--- src/rtl/pheap_lvl_mem_pkg.sv ---
// Shared pheap types for the level storage responder: entry layout, empty
// constants, memory FSM states and the pair-address helper.
package pheap_lvl_mem_pkg;

   localparam int LEVELS = 8;
   localparam int KEY_W  = 16;
   localparam int VAL_W  = 16;
   localparam int CAP_W  = LEVELS;

   typedef struct packed {
      logic [KEY_W-1:0] key;
      logic [VAL_W-1:0] val;
   } kv_t;

   typedef struct packed {
      logic             active;
      logic [CAP_W-1:0] capacity;
      kv_t              kv;
   } entry_t;

   localparam kv_t    KV_EMPTY    = '{key: '1, val: '0};
   localparam entry_t ENTRY_EMPTY = '{active: 1'b0, capacity: '0, kv: KV_EMPTY};

   typedef enum logic {CLEAR, RUN} mem_state_t;

   // Even member of the sibling pair containing addr.
   function automatic logic [LEVELS-1:0] pair_base(input logic [LEVELS-1:0] addr);
      return addr & ~LEVELS'(1);
   endfunction

endpackage

--- src/rtl/pheap_lvl_mem_if.sv ---
// Per-level access bundle between the level managers and the level storage.
interface pheap_lvl_mem_if
   import pheap_lvl_mem_pkg::*;
#(
   parameter int AW = 1
);
   logic          clr;
   logic [AW-1:0] raddrTop;
   entry_t        rTop;
   logic          wenTop;
   logic [AW-1:0] wraddrTop;
   entry_t        wData;
   logic [AW-1:0] raddrPair;
   entry_t        rBotL;
   entry_t        rBotR;
   logic          ready;
   logic          err;

   modport master (
      output clr, raddrTop, wenTop, wraddrTop, wData, raddrPair,
      input  rTop, rBotL, rBotR, ready, err
   );

   modport slave (
      input  clr, raddrTop, wenTop, wraddrTop, wData, raddrPair,
      output rTop, rBotL, rBotR, ready, err
   );
endinterface

--- src/rtl/pheap_lvl_mem_ram_2r1w.sv ---
// Plain synchronous RAM: one write port, one single-entry read port and one
// pair read port returning both siblings. Reads return pre-write content.
module pheap_ram_2r1w #(
   parameter int AW = 1,
   parameter int W  = 8
) (
   input  logic          clk,
   input  logic          we,
   input  logic [AW-1:0] waddr,
   input  logic [W-1:0]  wdata,
   input  logic [AW-1:0] raddr,
   output logic [W-1:0]  rdata,
   input  logic [AW-1:0] raddr_pair,
   output logic [W-1:0]  rdata_l,
   output logic [W-1:0]  rdata_r
);
   localparam int DEPTH = 2 ** AW;

   logic [W-1:0] mem [DEPTH];

   always_ff @(posedge clk) begin
      if (we) mem[waddr] <= wdata;
      rdata   <= mem[raddr];
      rdata_l <= mem[raddr_pair & ~AW'(1)];
      rdata_r <= mem[raddr_pair | AW'(1)];
   end
endmodule

--- src/rtl/pheap_lvl_mem.sv ---
// Storage responder for one pheap level: post-reset invalidate sweep, top and
// pair reads with write-first forwarding, sticky error on early writes.
module pheap_lvl_mem
   import pheap_lvl_mem_pkg::*;
#(
   parameter  int LEVEL = 2,
   localparam int AW    = LEVEL - 1,
   localparam int DEPTH = 2 ** AW
) (
   input logic            clk,
   input logic            rst_n,
   pheap_lvl_mem_if.slave bus
);
   localparam int W = $bits(entry_t);

   mem_state_t    state, state_nxt;
   logic [AW-1:0] sweep_ptr, sweep_ptr_nxt;
   logic          ready_q, err_q;
   logic          run_wr, ram_we;
   logic [AW-1:0] ram_waddr, pair_l, pair_r;
   entry_t        ram_wdata, ram_top, ram_l, ram_r, wdata_q;
   logic          rd_vld, fwd_top, fwd_l, fwd_r;

   assign pair_l = AW'(pair_base(LEVELS'(bus.raddrPair)));
   assign pair_r = pair_l | AW'(1);

   // clr wins over a same-cycle write, so the write is simply dropped.
   assign run_wr = (state == RUN) && bus.wenTop && !bus.clr;

   always_comb begin
      state_nxt     = state;
      sweep_ptr_nxt = sweep_ptr;
      ram_we        = 1'b0;
      ram_waddr     = bus.wraddrTop;
      ram_wdata     = bus.wData;
      case (state)
         CLEAR: begin
            ram_we        = 1'b1;
            ram_waddr     = sweep_ptr;
            ram_wdata     = ENTRY_EMPTY;
            sweep_ptr_nxt = sweep_ptr + AW'(1);
            if (sweep_ptr == AW'(DEPTH - 1)) state_nxt = RUN;
         end
         RUN:     ram_we = run_wr;
         default: state_nxt = CLEAR;
      endcase
      if (bus.clr) begin
         state_nxt     = CLEAR;
         sweep_ptr_nxt = '0;
      end
   end

   always_ff @(posedge clk or negedge rst_n) begin
      if (!rst_n) begin
         state     <= CLEAR;
         sweep_ptr <= '0;
         ready_q   <= 1'b0;
         err_q     <= 1'b0;
      end else begin
         state     <= state_nxt;
         sweep_ptr <= sweep_ptr_nxt;
         ready_q   <= (state_nxt == RUN);
         if (bus.wenTop && !bus.clr && state != RUN) err_q <= 1'b1;
      end
   end

   // Forward flags are registered alongside the RAM read so the mux lines up
   // with the one-cycle read latency.
   always_ff @(posedge clk or negedge rst_n) begin
      if (!rst_n) begin
         rd_vld  <= 1'b0;
         fwd_top <= 1'b0;
         fwd_l   <= 1'b0;
         fwd_r   <= 1'b0;
         wdata_q <= ENTRY_EMPTY;
      end else begin
         rd_vld  <= (state == RUN);
         fwd_top <= run_wr && (bus.wraddrTop == bus.raddrTop);
         fwd_l   <= run_wr && (bus.wraddrTop == pair_l);
         fwd_r   <= run_wr && (bus.wraddrTop == pair_r);
         wdata_q <= bus.wData;
      end
   end

   pheap_ram_2r1w #(.AW(AW), .W(W)) u_ram (
      .clk        (clk),
      .we         (ram_we),
      .waddr      (ram_waddr),
      .wdata      (ram_wdata),
      .raddr      (bus.raddrTop),
      .rdata      (ram_top),
      .raddr_pair (pair_l),
      .rdata_l    (ram_l),
      .rdata_r    (ram_r)
   );

   assign bus.rTop  = !rd_vld ? ENTRY_EMPTY : fwd_top ? wdata_q : ram_top;
   assign bus.rBotL = !rd_vld ? ENTRY_EMPTY : fwd_l   ? wdata_q : ram_l;
   assign bus.rBotR = !rd_vld ? ENTRY_EMPTY : fwd_r   ? wdata_q : ram_r;
   assign bus.ready = ready_q;
   assign bus.err   = err_q;
endmodule

--- src/flat_wrapper.sv ---
// flat-port wrapper written by rule: the top's interface ports become plain ports
module pheap_lvl_mem_flat import pheap_lvl_mem_pkg::*;
#(
   parameter  int LEVEL = 2,
   localparam int AW    = LEVEL - 1,
   localparam int DEPTH = 2 ** AW
)
  (clk, rst_n, bus_clr, bus_raddrTop, bus_wenTop, bus_wraddrTop, bus_wData, bus_raddrPair, bus_rTop, bus_rBotL, bus_rBotR, bus_ready, bus_err);
  pheap_lvl_mem_if #(.AW((LEVEL - 1))) bus_i ();
  input logic clk;
  input logic rst_n;
  input wire logic [$bits(bus_i.clr)-1:0] bus_clr;
  input wire logic [$bits(bus_i.raddrTop)-1:0] bus_raddrTop;
  input wire logic [$bits(bus_i.wenTop)-1:0] bus_wenTop;
  input wire logic [$bits(bus_i.wraddrTop)-1:0] bus_wraddrTop;
  input wire logic [$bits(bus_i.wData)-1:0] bus_wData;
  input wire logic [$bits(bus_i.raddrPair)-1:0] bus_raddrPair;
  output wire logic [$bits(bus_i.rTop)-1:0] bus_rTop;
  output wire logic [$bits(bus_i.rBotL)-1:0] bus_rBotL;
  output wire logic [$bits(bus_i.rBotR)-1:0] bus_rBotR;
  output wire logic [$bits(bus_i.ready)-1:0] bus_ready;
  output wire logic [$bits(bus_i.err)-1:0] bus_err;
  assign bus_i.clr = bus_clr;
  assign bus_i.raddrTop = bus_raddrTop;
  assign bus_i.wenTop = bus_wenTop;
  assign bus_i.wraddrTop = bus_wraddrTop;
  assign bus_i.wData = bus_wData;
  assign bus_i.raddrPair = bus_raddrPair;
  assign bus_rTop = bus_i.rTop;
  assign bus_rBotL = bus_i.rBotL;
  assign bus_rBotR = bus_i.rBotR;
  assign bus_ready = bus_i.ready;
  assign bus_err = bus_i.err;
  pheap_lvl_mem #(.LEVEL(LEVEL)) u_core (.clk(clk), .rst_n(rst_n), .bus(bus_i));
endmodule
--- config.mk ---
export PLATFORM = sky130hd
export DESIGN_NAME = pheap_lvl_mem_flat
export DESIGN_NICKNAME = d
export VERILOG_FILES = /design/src/rtl/pheap_lvl_mem_pkg.sv /design/src/rtl/pheap_lvl_mem_if.sv /design/src/rtl/pheap_lvl_mem_ram_2r1w.sv /design/src/rtl/pheap_lvl_mem.sv /design/src/flat_wrapper.sv
export SDC_FILE = /design/constraint.sdc
export NUM_CORES = 1
export LEC_CHECK = 0
export CORE_MARGIN = 5
export CORE_UTILIZATION = 30
export DETAILED_ROUTE_END_ITERATION = 6
export HOLD_SLACK_MARGIN = 0.12
export PLACE_DENSITY = 0.61
export SLEW_MARGIN = 10
export SYNTH_ARGS = -nofsm -noshare
export SYNTH_HDL_FRONTEND = slang
export SYNTH_HIERARCHICAL = 1
export SYNTH_SLANG_ARGS = --single-unit
--- constraint.sdc ---
create_clock -name clk -period 2.9 [get_ports clk]
set_input_delay 0.435 -clock clk [delete_from_list [all_inputs] [get_ports clk]]
set_output_delay 0.435 -clock clk [all_outputs]
set_load 0.01 [all_outputs]
Word-level counts from Yosys, hierarchy flattened
Memories as Yosys holds them, arrays and structs flattened. A register that Yosys moved wholly into a read port is not among the register bits.
Index checks and enable logic that the tools add are counted.
- flip-flop bits (word level): 48
- bits in latches: 0
- RAM bits: 82
- memory bits (read-only): 0
- output and inout bits: 125
- memories kept: 1
- memory list (memory ; words ; width ; read ports ; clocked after memory_dff ; write ports ; RTL line ; RTL):
    u_core.u_ram.mem ; 2 ; 41 ; 3 ; 3 ; 1 ; pheap_lvl_mem_ram_2r1w.sv:19 ; logic [W-1:0] mem [DEPTH];
- add/sub/neg operators: 1
- multipliers: 0
- div/mod/pow operators: 0
- magnitude comparators: 0
- equal/unequal tests: 2
- shifts and indexed selects: 0
- muxes and demuxes: 16
- bitwise operators: 2
- reduce and logical (&&, ||, !) cells: 8
- operator list (kind ; number):
    $mux 41 ; 7
    $mux 1 ; 8
    $logic_and 1x1->1 ; 7
    $ne 2x2->1 const B ; 1
    $not 1->1 ; 2
    $pmux 1 s2 ; 1
    $add 1x1->1 const B ; 1
    $eq 1x1->1 ; 1
    $logic_not 1->1 ; 1

Depth between registers and ports, before layout
- word-level depth: 5
- mapped depth: 4

Hierarchy
Netlist, hierarchy kept.
- by module, submodules not included (module ; instances ; cells an instance ; area each (sq um) ; sequential area each (sq um)):
    pheap_ram_2r1w ; 1 ; 253 ; 5640.4 ; 4924.7
    pheap_lvl_mem ; 1 ; 383 ; 3791.1 ; 1221.2

Worst setup path before layout
No wires, ideal clock.
- path kind: reg2reg
- from: register u_core/bus.ready (netlist name)
- to: memory u_core/u_ram/mem[0][0] (netlist name), enable pin
- setup time: 444 ps
- arrival: 2804 ps
- required time: 2456 ps
- setup slack: -349 ps
- cell stages (with the launch flop): 4
- buffers on the path: 1
- cell sequence: dfrtp_1 buf_2 mux2_2 nor2b_1
- RTL lines (what ; RTL line):
    end: declaration ; pheap_lvl_mem_ram_2r1w.sv:19

Final worst setup path
- from: register u_core.rd_vld
- to: output port bus_rBotL[35]
- longest elaborated chain between the ends: 1
- RTL lines (what ; RTL line ; RTL):
    start: declaration ; pheap_lvl_mem.sv:22 ; logic rd_vld, fwd_top, fwd_l, fwd_r;
    start signal: assignment ; pheap_lvl_mem.sv:77 ; rd_vld <= (state == RUN);
    $mux 41 ; pheap_lvl_mem.sv:98 ; assign bus.rBotL = !rd_vld ? ENTRY_EMPTY : fwd_l ? wdata_q : ram_l;
    end: declaration ; flat_wrapper.sv:19 ; output wire logic [$bits(bus_i.rBotL)-1:0] bus_rBotL;
No other way between the ends.

==> flow_metrics.py <==
metrics = {
    "setup_path": {
        "path_cells": "buf_12, nor2b_1, clkdlybuf4s50_1",
        "crit_path_end_kind": "primary output",
        "reg2reg_slack_ps": 1040,
        "regToRegStartpoint": "u_core/bus.ready$_DFF_PN0_",
        "r2r-end": "u_core/u_ram/mem[0][36]$_DFFE_PP_",
        "path_delay_family": "buffers and inverters",
        "start_kind": "register",
        "crit_required_ps": 2470,
        "path_class": "reg -> out",
        "cp_num_cells": 3,
        "critPathBufInv": 2,
        "max_stage_delay_ps": 590,
        "cp_slowest_cell": "clkdlybuf4s50_1",
        "worstPathMaxFanout": 123,
        "cp.arrival_ps": 2220,
        "endpoint": "bus_rBotL[35]",
        "crit_start": "u_core/rd_vld$_DFF_PN0_",
        "reg2reg_depth": 3,
    },
    "floorplanning": {
        "design.die.area_sq_mm": 0.0351,
        "die_width_um": 187,
        "ios": 173,
        "core_area_sq_mm": 0.0313,
        "rows": 65,
        "dieHeight_um": 187,
        "initial_core_util_pct": 30.1,
    },
    "clocking": {
        "clk_pin_slew_ps": 60,
        "htreeDepth": 1,
        "hold_buffers": 0,
        "clk_latency_ps": 520,
        "clock_sinks": 253,
        "cts_tree": "yes",
        "cts_setup_buffers": 0,
        "cts_buffers": 26,
        "cts_buffer_depth": 3,
        "cts_resized": 0,
        "root_buffer": "clkbuf_16",
    },
    "global_routing": {
        "grt-ovfl-total": 0,
        "grt_max_degree": 124,
        "grt_pass1_vias": 5716,
        "grt_usage_pct": 11.6,
        "antenna_found_initial": 0,
        "grt_first_pass_wirelength_um": 32500,
    },
    "logic_synthesis": {
        "synth_cells": 635,
        "syn_area_sq_mm": 0.00943,
        "synth_fp_nets": 683,
        "yosys_warnings": 6,
        "syn_area_per_cell_sq_um": 14.8,
    },
    "placement": {
        "port_buffers": 171,
        "dp_hpwl_um": 13800,
        "finalWeightedCongestion": 0.687,
    },
    "power_and_ir_drop": {
        "peakVddDrop_uv": 299,
        "power_density_mw_per_mm2": 758,
        "power.total_mw": 9.26,
        "p_leak_nw": 4.40,
    },
    "route": {
        "drcViolationCount": 0,
        "firstDrtPassIters": 4,
        "postRouteAntennaNets": 0,
        "wl_per_cell_um": 16.8,
        "routed_wl_um": 20700,
        "drt_iter0_markers": 138,
        "vias_per_cell": 4.16,
        "via_count": 5135,
    },
    "flow_run": {
        "maxCapViolations": 0,
    },
    "sta": {
        "final.setup_skew_ps": 10.8,
        "tightest_slew_ps": 1060,
        "final-hold-violation-count": 0,
        "tns_ps": 0,
        "period_needed_ps": 2650,
        "fmaxAchievable_mhz": 377,
        "rsz0062_at_grt": "no",
        "drv_slew": 0,
        "maxSlewHeadroom_pct": 29.4,
        "post-route-period-util_pct": 91.5,
        "setup_viol": 0,
    },
    "cells_and_area": {
        "area_growth_pct": 29.7,
        "fin_nets": 861,
        "drive_gt1_share_pct": 14.8,
        "diodes": 0,
    },
    "run_status": {
        "outcome": "completed",
    },
    "worst_hold_path": {
        "hold_class": "in -> async",
    },
}
## worst reg2reg max path, cell delays in order (launching register included)
cell     delay (ps)
dfrtp_2         560
mux2_2          420
nor2b_4         120
buf_4           400
## worst min path at each step
stage | start | to | slack, ps | cells past startpoint
floorplan | rst_n | u_core/bus.err$_DFFE_PN0P_ | 140 | 0
global placement | u_core/u_ram/mem[0][38]$_DFFE_PP_ | u_core/u_ram/rdata_l[38]$_DFF_P_ | 350 | 0
detailed placement | u_core/u_ram/mem[0][38]$_DFFE_PP_ | u_core/u_ram/rdata_l[38]$_DFF_P_ | 350 | 0
CTS | rst_n | u_core/wdata_q[2]$_DFF_PN0_ | 150 | 1
global route | rst_n | u_core/wdata_q[3]$_DFF_PN0_ | 200 | 1
finish | rst_n | u_core/wdata_q[3]$_DFF_PN0_ | 120 | 1
## area by class of cell
| class | instances | area, sq um |
|---|---|---|
| clock buffers | 40 | 786 |
| clock inverters | 8 | 66.3 |
| fillers | 2946 | 19100 |
| inverters | 1 | 3.75 |
| multi-input cells | 343 | 2850 |
| flip-flops and latches | 253 | 6150 |
| well taps | 402 | 503 |
| repair buffers | 188 | 1870 |
## layer usage
metal	GRT usage (%)	vias to the layer above	wire length, um
li1	-	2507	-
met1	14.0	2492	8710
met2	21.1	100	10700
met3	2.11	36	851
met4	3.36	0	480
met5	0	-	0
## power breakdown
| group | total, mW | switching [mW] | internal, mW | leakage (nW) |
|---|---|---|---|---|
| clock network | 3.23 | 1.28 | 1.95 | 0.419 |
| registers | 4.55 | 0.207 | 4.34 | 2.33 |
| logic | 1.49 | 0.721 | 0.770 | 1.65 |
| total | 9.26 | 2.21 | 7.06 | 4.40 |
## through the flow
step | util, % | instance area, sq um | std cells | setup slack [ps] | hold WS, ps
after CTS | 39.1 | 12200 | 1235 | 221 | 147
final | 39.1 | 12200 | 1235 | 246 | 120
after detailed placement | 36.3 | 11400 | 1187 | 713 | 354
after floorplan | - | 9430 | 635 | 436 | 139
after global routing | 39.1 | 12200 | 1235 | 154 | 199
after global placement | 36.3 | 11400 | 1187 | 732 | 350
## placed cells by master (no fill, tap or decap)
cell type and count:
clkinv_2 5, nor2b_4 1, buf_4 15, clkbuf_16 28, clkinv_1 1, edfxtp_1 82
dfrtp_2 4, dfxtp_1 123, mux2_2 2, dfrtp_1 27, clkbuf_8 4, dfstp_2 16
mux2_4 40, inv_1 1, buf_2 1, clkdlybuf4s50_1 169, nand2_1 49, clkbuf_1 8
clkinvlp_4 1, and2_2 1, nor2_1 6, nand3b_1 1, dfrtp_4 1, mux2i_1 123
o21bai_1 1, buf_12 3, nand2b_1 17, nor2b_1 75, bufinv_16 1, xor2_1 2
and2_1 25
## registers in the layout, summed over array words and instances, names as in the netlist, 41 cells and up
signal,flops
u_core/wdata_q,41
u_core/u_ram/rdata_l,41
u_core/u_ram/rdata,41
u_core/u_ram/rdata_r,41
u_core/u_ram/mem,82
(Power assumes the default switching activity.)
